## config.mk

```make
export PLATFORM = sky130hd
export DESIGN_NAME = sync_fifo
export DESIGN_NICKNAME = d
export VERILOG_FILES = /design/src/rtl/sync_fifo_pkg.sv /design/src/rtl/sync_fifo_mem.sv /design/src/rtl/sync_fifo.sv
export SDC_FILE = /design/constraint.sdc
export NUM_CORES = 1
export LEC_CHECK = 0
export ABC_AREA = 1
export BUFFER_PORTS_ARGS = -buffer_cell sky130_fd_sc_hd__buf_2
export CAP_MARGIN = 10
export CORE_ASPECT_RATIO = 1.25
export CORE_MARGIN = 2
export CORE_UTILIZATION = 33
export DETAILED_ROUTE_END_ITERATION = 8
export RECOVER_POWER = 25
export SKIP_LAST_GASP = 1
export SLEW_MARGIN = 20
export SYNTH_ARGS = -nofsm -noshare
export SYNTH_HDL_FRONTEND = slang
export SYNTH_SLANG_ARGS = --single-unit
```

## constraint.sdc

```tcl
create_clock -name clk -period 6.3 [get_ports clk]
set_input_delay 0 -clock clk [delete_from_list [all_inputs] [get_ports clk]]
set_output_delay 0 -clock clk [all_outputs]
set_load 0.03 [all_outputs]
```

## src/rtl/sync_fifo_pkg.sv

```systemverilog
// sync_fifo_pkg: default sizing and derived widths shared by sync_fifo and its storage.
package sync_fifo_pkg;
  localparam int DEF_DATA_WIDTH = 8;
  localparam int DEF_DEPTH = 16;
  localparam int PTR_W = $clog2(DEF_DEPTH);
  localparam int CNT_W = PTR_W + 1;
endpackage

```

## src/rtl/sync_fifo_mem.sv

```systemverilog
// sync_fifo_mem: FIFO storage array with a synchronous write port and an asynchronous read-address port.
module sync_fifo_mem import sync_fifo_pkg::*; #(
  parameter int DATA_WIDTH = DEF_DATA_WIDTH,
  parameter int DEPTH = DEF_DEPTH,
  parameter int AW = $clog2(DEPTH)
) (
  input  logic                  clk,
  input  logic                  we,
  input  logic [AW-1:0]         waddr,
  input  logic [DATA_WIDTH-1:0] wdata,
  input  logic [AW-1:0]         raddr,
  output logic [DATA_WIDTH-1:0] rdata
);
  logic [DATA_WIDTH-1:0] mem [DEPTH];
  always_ff @(posedge clk)
    if (we) mem[waddr] <= wdata;
  assign rdata = mem[raddr];
endmodule

```

## src/rtl/sync_fifo.sv

```systemverilog
// sync_fifo: single-clock FIFO with registered read data and count-derived full/empty flags.
// Define SYNC_FIFO_ERR_EN to add one-cycle overflow/underflow pulse outputs.
module sync_fifo import sync_fifo_pkg::*; #(
  parameter int DATA_WIDTH = DEF_DATA_WIDTH,
  parameter int DEPTH = DEF_DEPTH
) (
  input  logic                  clk,
  input  logic                  rst,
  input  logic                  wr_en,
  input  logic                  rd_en,
  input  logic [DATA_WIDTH-1:0] wr_data,
  output logic [DATA_WIDTH-1:0] rd_data,
  output logic                  full,
  output logic                  empty
`ifdef SYNC_FIFO_ERR_EN
  ,
  output logic                  overflow,
  output logic                  underflow
`endif
);
  localparam int AW = $clog2(DEPTH);
  localparam int CW = AW + 1;
  logic [AW-1:0] wp, rp;
  logic [CW-1:0] count;
  logic [DATA_WIDTH-1:0] mem_data;
  logic wr_ok, rd_ok;
  assign full = count == CW'(DEPTH);
  assign empty = count == '0;
  assign wr_ok = wr_en && !full;
  assign rd_ok = rd_en && !empty;
  sync_fifo_mem #(.DATA_WIDTH(DATA_WIDTH), .DEPTH(DEPTH), .AW(AW)) u_mem (
    .clk,
    .we(wr_ok),
    .waddr(wp),
    .wdata(wr_data),
    .raddr(rp),
    .rdata(mem_data)
  );
  // pointers wrap naturally because DEPTH is a power of two
  always_ff @(posedge clk or posedge rst)
    if (rst) begin
      wp <= '0;
      rp <= '0;
      count <= '0;
      rd_data <= '0;
    end else begin
      if (wr_ok) wp <= wp + 1'b1;
      if (rd_ok) begin
        rp <= rp + 1'b1;
        rd_data <= mem_data;
      end
      count <= count + CW'(wr_ok) - CW'(rd_ok);
    end
`ifdef SYNC_FIFO_ERR_EN
  always_ff @(posedge clk or posedge rst)
    if (rst) begin
      overflow <= 1'b0;
      underflow <= 1'b0;
    end else begin
      overflow <= wr_en && full;
      underflow <= rd_en && empty;
    end
`endif
endmodule

```

==> Flow_metrics.wiki <==
{| class="wikitable"
! Metric !! Value
|-
| CTS tree || done
|-
| Buffers added on ports || 21
|-
| Die outline area || between 20000 and 25000 sq um
|-
| GP Congestion || 0.778
|-
| Number of enable-type register cells in the synthesized netlist || between 100 and 150
|-
| First-pass GRT wire length || between 20000 and 25000 um
|-
| Drt drc || 0
|-
| Detailed-placement wirelength estimate || ~8400 um
|-
| H-tree depth || 4
|-
| Synthesized area per cell || between 10 and 15 sq um
|-
| Fin crit period || around 2700 ps
|-
| Data required time at the worst endpoint || roughly 6600 ps
|-
| FMAX || about 370 MHz
|-
| Sinks on Clock Net || approximately 150
|-
| Core area || roughly 20000 sq um
|-
| Via density || about 4.4
|-
| Post-synthesis sequential element count || about 150
|-
| Clk Latency, worst-skew pair || ~420 ps
|-
| Share of the core filled with cells in the final layout || 0.383
|-
| Data arrival time at the worst-slack endpoint || 3030 ps
|-
| Number of antenna violations at the first check in global routing || 0
|-
| Mean routed wirelength per cell || roughly 15 um
|-
| Actual slew at the worst max-slew pin || approximately 890 ps
|-
| Clk buf depth || 2
|-
| Number of CTS-inserted buffers || 17
|-
| Unrepaired setup endpoints after global routing || no
|-
| Worst Clk Skew || roughly 7.7 ps
|-
| Post-route ant nets || 0
|-
| Count of endpoints failing setup in the final report || 0
|-
| Fraction of post-synthesis cell area in the top cell type by area || 0.583
|-
| Num ports || 22
|-
| Die Wd || between 100 and 150 um
|-
| Final number of max-transition violations || 0
|-
| Die height || between 150 and 200 um
|-
| Synth Flop Type || edfxtp_1
|-
| Areal power density over the cells || 439 nW/um^2
|-
| Routed via count || 4199
|-
| Post-Syn Instances || 648
|-
| Final cycle utilization of the critical path || 0.428
|-
| Clock-pin slew of the registers on the worst-case setup and hold paths || ~60 ps
|-
| Result of the run || finished, final reports clean
|-
| Number of cell rows || 57
|-
| Number of warnings printed during yosys synthesis || 0
|-
| Layout cell share with drive strength beyond 1 || 0.0687
|-
| Critical Path End Type || flip-flop
|-
| Leading cell type by number of instances after synthesis || nand2_1
|-
| Clock root buffer master || clkbuf_16
|-
| Path type of the worst min-delay path || in -> reg
|-
| Aggregate routed wire length || 13900 um
|-
| Cells resized by post-CTS repair || 0
|-
| Number of detailed-routing iterations run before antenna repair || 5
|-
| Signed area change from the synthesized netlist to the final layout || 13.3%
|-
| Starting density of the core || 0.338
|-
| Maximum fanout encountered on the critical timing path || 14
|-
| Netlist cell types || 19
|-
| Startpoint class of the critical path || flip-flop
|-
| Worst setup path class || reg -> reg
|-
| Register area share after synthesis || 0.662
|-
| Async SR Flop Fraction || 0.141
|-
| Most numerous cell types in the synthesized netlist || nand2_1, edfxtp_1, inv_1
|-
| Sum Neg Setup Slack || 0 ps
|-
| Leading area contributor after synthesis || edfxtp_1
|-
| Pin count of the biggest net entering global routing || 67
|-
| Total grt overflow || 0
|-
| Net total in the final layout || roughly 700
|-
| Tightest slew margin relative to the limit || 0.408
|-
| Hold Violations, Final || 0
|-
| Max_cap viols || 0
|-
| Maximum vdd drop || ~0.26 mV
|-
| Dominant cells by area after synthesis || edfxtp_1, nand2_1, dfrtp_1
|-
| Netlist Area Pre-Place || ~6600 sq um
|-
| # diodes || 0
|-
| Tot GR Track Use || 0.142
|-
| Vias in the first global route || between 4000 and 5000
|-
| Violation count after the first detailed-routing iteration || 340
|-
| Total nets after synthesis || approximately 670
|-
| Total leakage power || 3.28 nW
|}
[where the power goes]
group	switching (mW)	total, mW	internal (mW)
clock	0.374	0.864	0.489
combinational	0.772	1.10	0.325
sequential	0.0862	1.32	1.23
total	1.23	3.28	2.05
[metal layers]
layer | GRT usage | up-vias | part of all wire
met5 | 0 | - | 0
met4 | 0.0537 | 0 | 0.017
met3 | 0.0296 | 15 | 0.040
met2 | 0.239 | 84 | 0.52
met1 | 0.180 | 1994 | 0.43
li1 | - | 2106 | -
[repair_timing]
action / 4_1_cts / 5_1_grt
hold buffers: 8 / 0
setup buffers: 0 / 0
endpoints found under the hold margin: 88 / 0
[kinds of logic after synthesis]
kind of cell	after synthesis	synth area share
compound gates	5	0.00379
xor+xnor	10	0.0133
fa+ha+maj	12	0.0239
buf+inv	145	0.0908
flops	149	0.662
simple gates	327	0.206
[final timing paths]
| check | cells after the start | from | endpoint | slack (ps) |
|---|---|---|---|---|
| setup / recovery | 13 | count[3]$_DFF_PP0_ | count[4]$_DFF_PP0_ | 3610 |
| hold / removal | 3 | wr_en | wp[0]$_DFFE_PP0P_ | 40 |
| setup reg to reg | 13 | count[3]$_DFF_PP0_ | count[4]$_DFF_PP0_ | 3610 |
| hold reg to reg | 2 | rd_data[6]$_DFFE_PP0P_ | rd_data[6]$_DFFE_PP0P_ | 470 |
| max in group asynchronous | 3 | rst | rp[0]$_DFFE_PP0P_ | 5400 |
| min in group asynchronous | 3 | rst | rd_data[0]$_DFFE_PP0P_ | 310 |
[metrics by stage]
step	hold WS, ps	power, mW	worst slack (ps)	instances	area, sq um
6_report	39.9	3.28	3610	949	7480
5_1_grt	53.4	3.52	3340	949	7480
4_1_cts	4.01	3.32	3580	949	7480
3_5_place_dp	220	2.45	3610	911	6910
3_3_place_gp	214	2.44	3650	911	6910
2_1_floorplan	-23.5	2.16	3800	648	6600
[final cells by class]
cell class | count | area [sq um]
clock buffer | 18 | 429
fill | 1922 | 12100
timing repair buffer | 32 | 201
multi-input combinational | 354 | 1630
inverter | 119 | 449
clock inverter | 12 | 66.3
tap | 265 | 332
sequential | 149 | 4370
[registers in the layout (all words and copies together) (netlist names)]
| name | cells |
|---|---|
| u_mem.mem | 128 |
| rd_data | 8 |
| count | 5 |
| rp | 4 |
| wp | 4 |
[critical path, cell delays in order, from the launching register on]
cell	delay (ps)
dfrtp_1	380
inv_1	80
ha_1	170
nand4_1	140
nand2_2	200
inv_1	210
ha_1	330
inv_1	40
ha_1	190
fa_1	420
a21oi_1	140
nor2_1	50
nor2_1	110
xor2_1	150
[cells in the final DEF (no fill, tap or decap)]
cell | netlist | final
edfxtp_1 | 128 | 128
inv_4 | 0 | 1
ha_1 | 11 | 11
nor2_1 | 20 | 20
clkbuf_16 | 0 | 17
buf_4 | 7 | 3
dlygate4sd3_1 | 0 | 8
clkinv_2 | 0 | 4
nand2_2 | 1 | 1
dfrtp_2 | 0 | 1
o21ai_0 | 3 | 3
inv_1 | 116 | 116
inv_6 | 0 | 1
clkbuf_1 | 1 | 6
dfrtp_1 | 21 | 20
nand2_1 | 205 | 205
nand4_1 | 2 | 2
nand3_1 | 99 | 99
xor2_1 | 10 | 10
buf_2 | 17 | 16
clkinv_1 | 2 | 6
a21oi_1 | 2 | 2
clkinvlp_4 | 0 | 3
fa_1 | 1 | 1
Power figures use the tool's default switching activity.
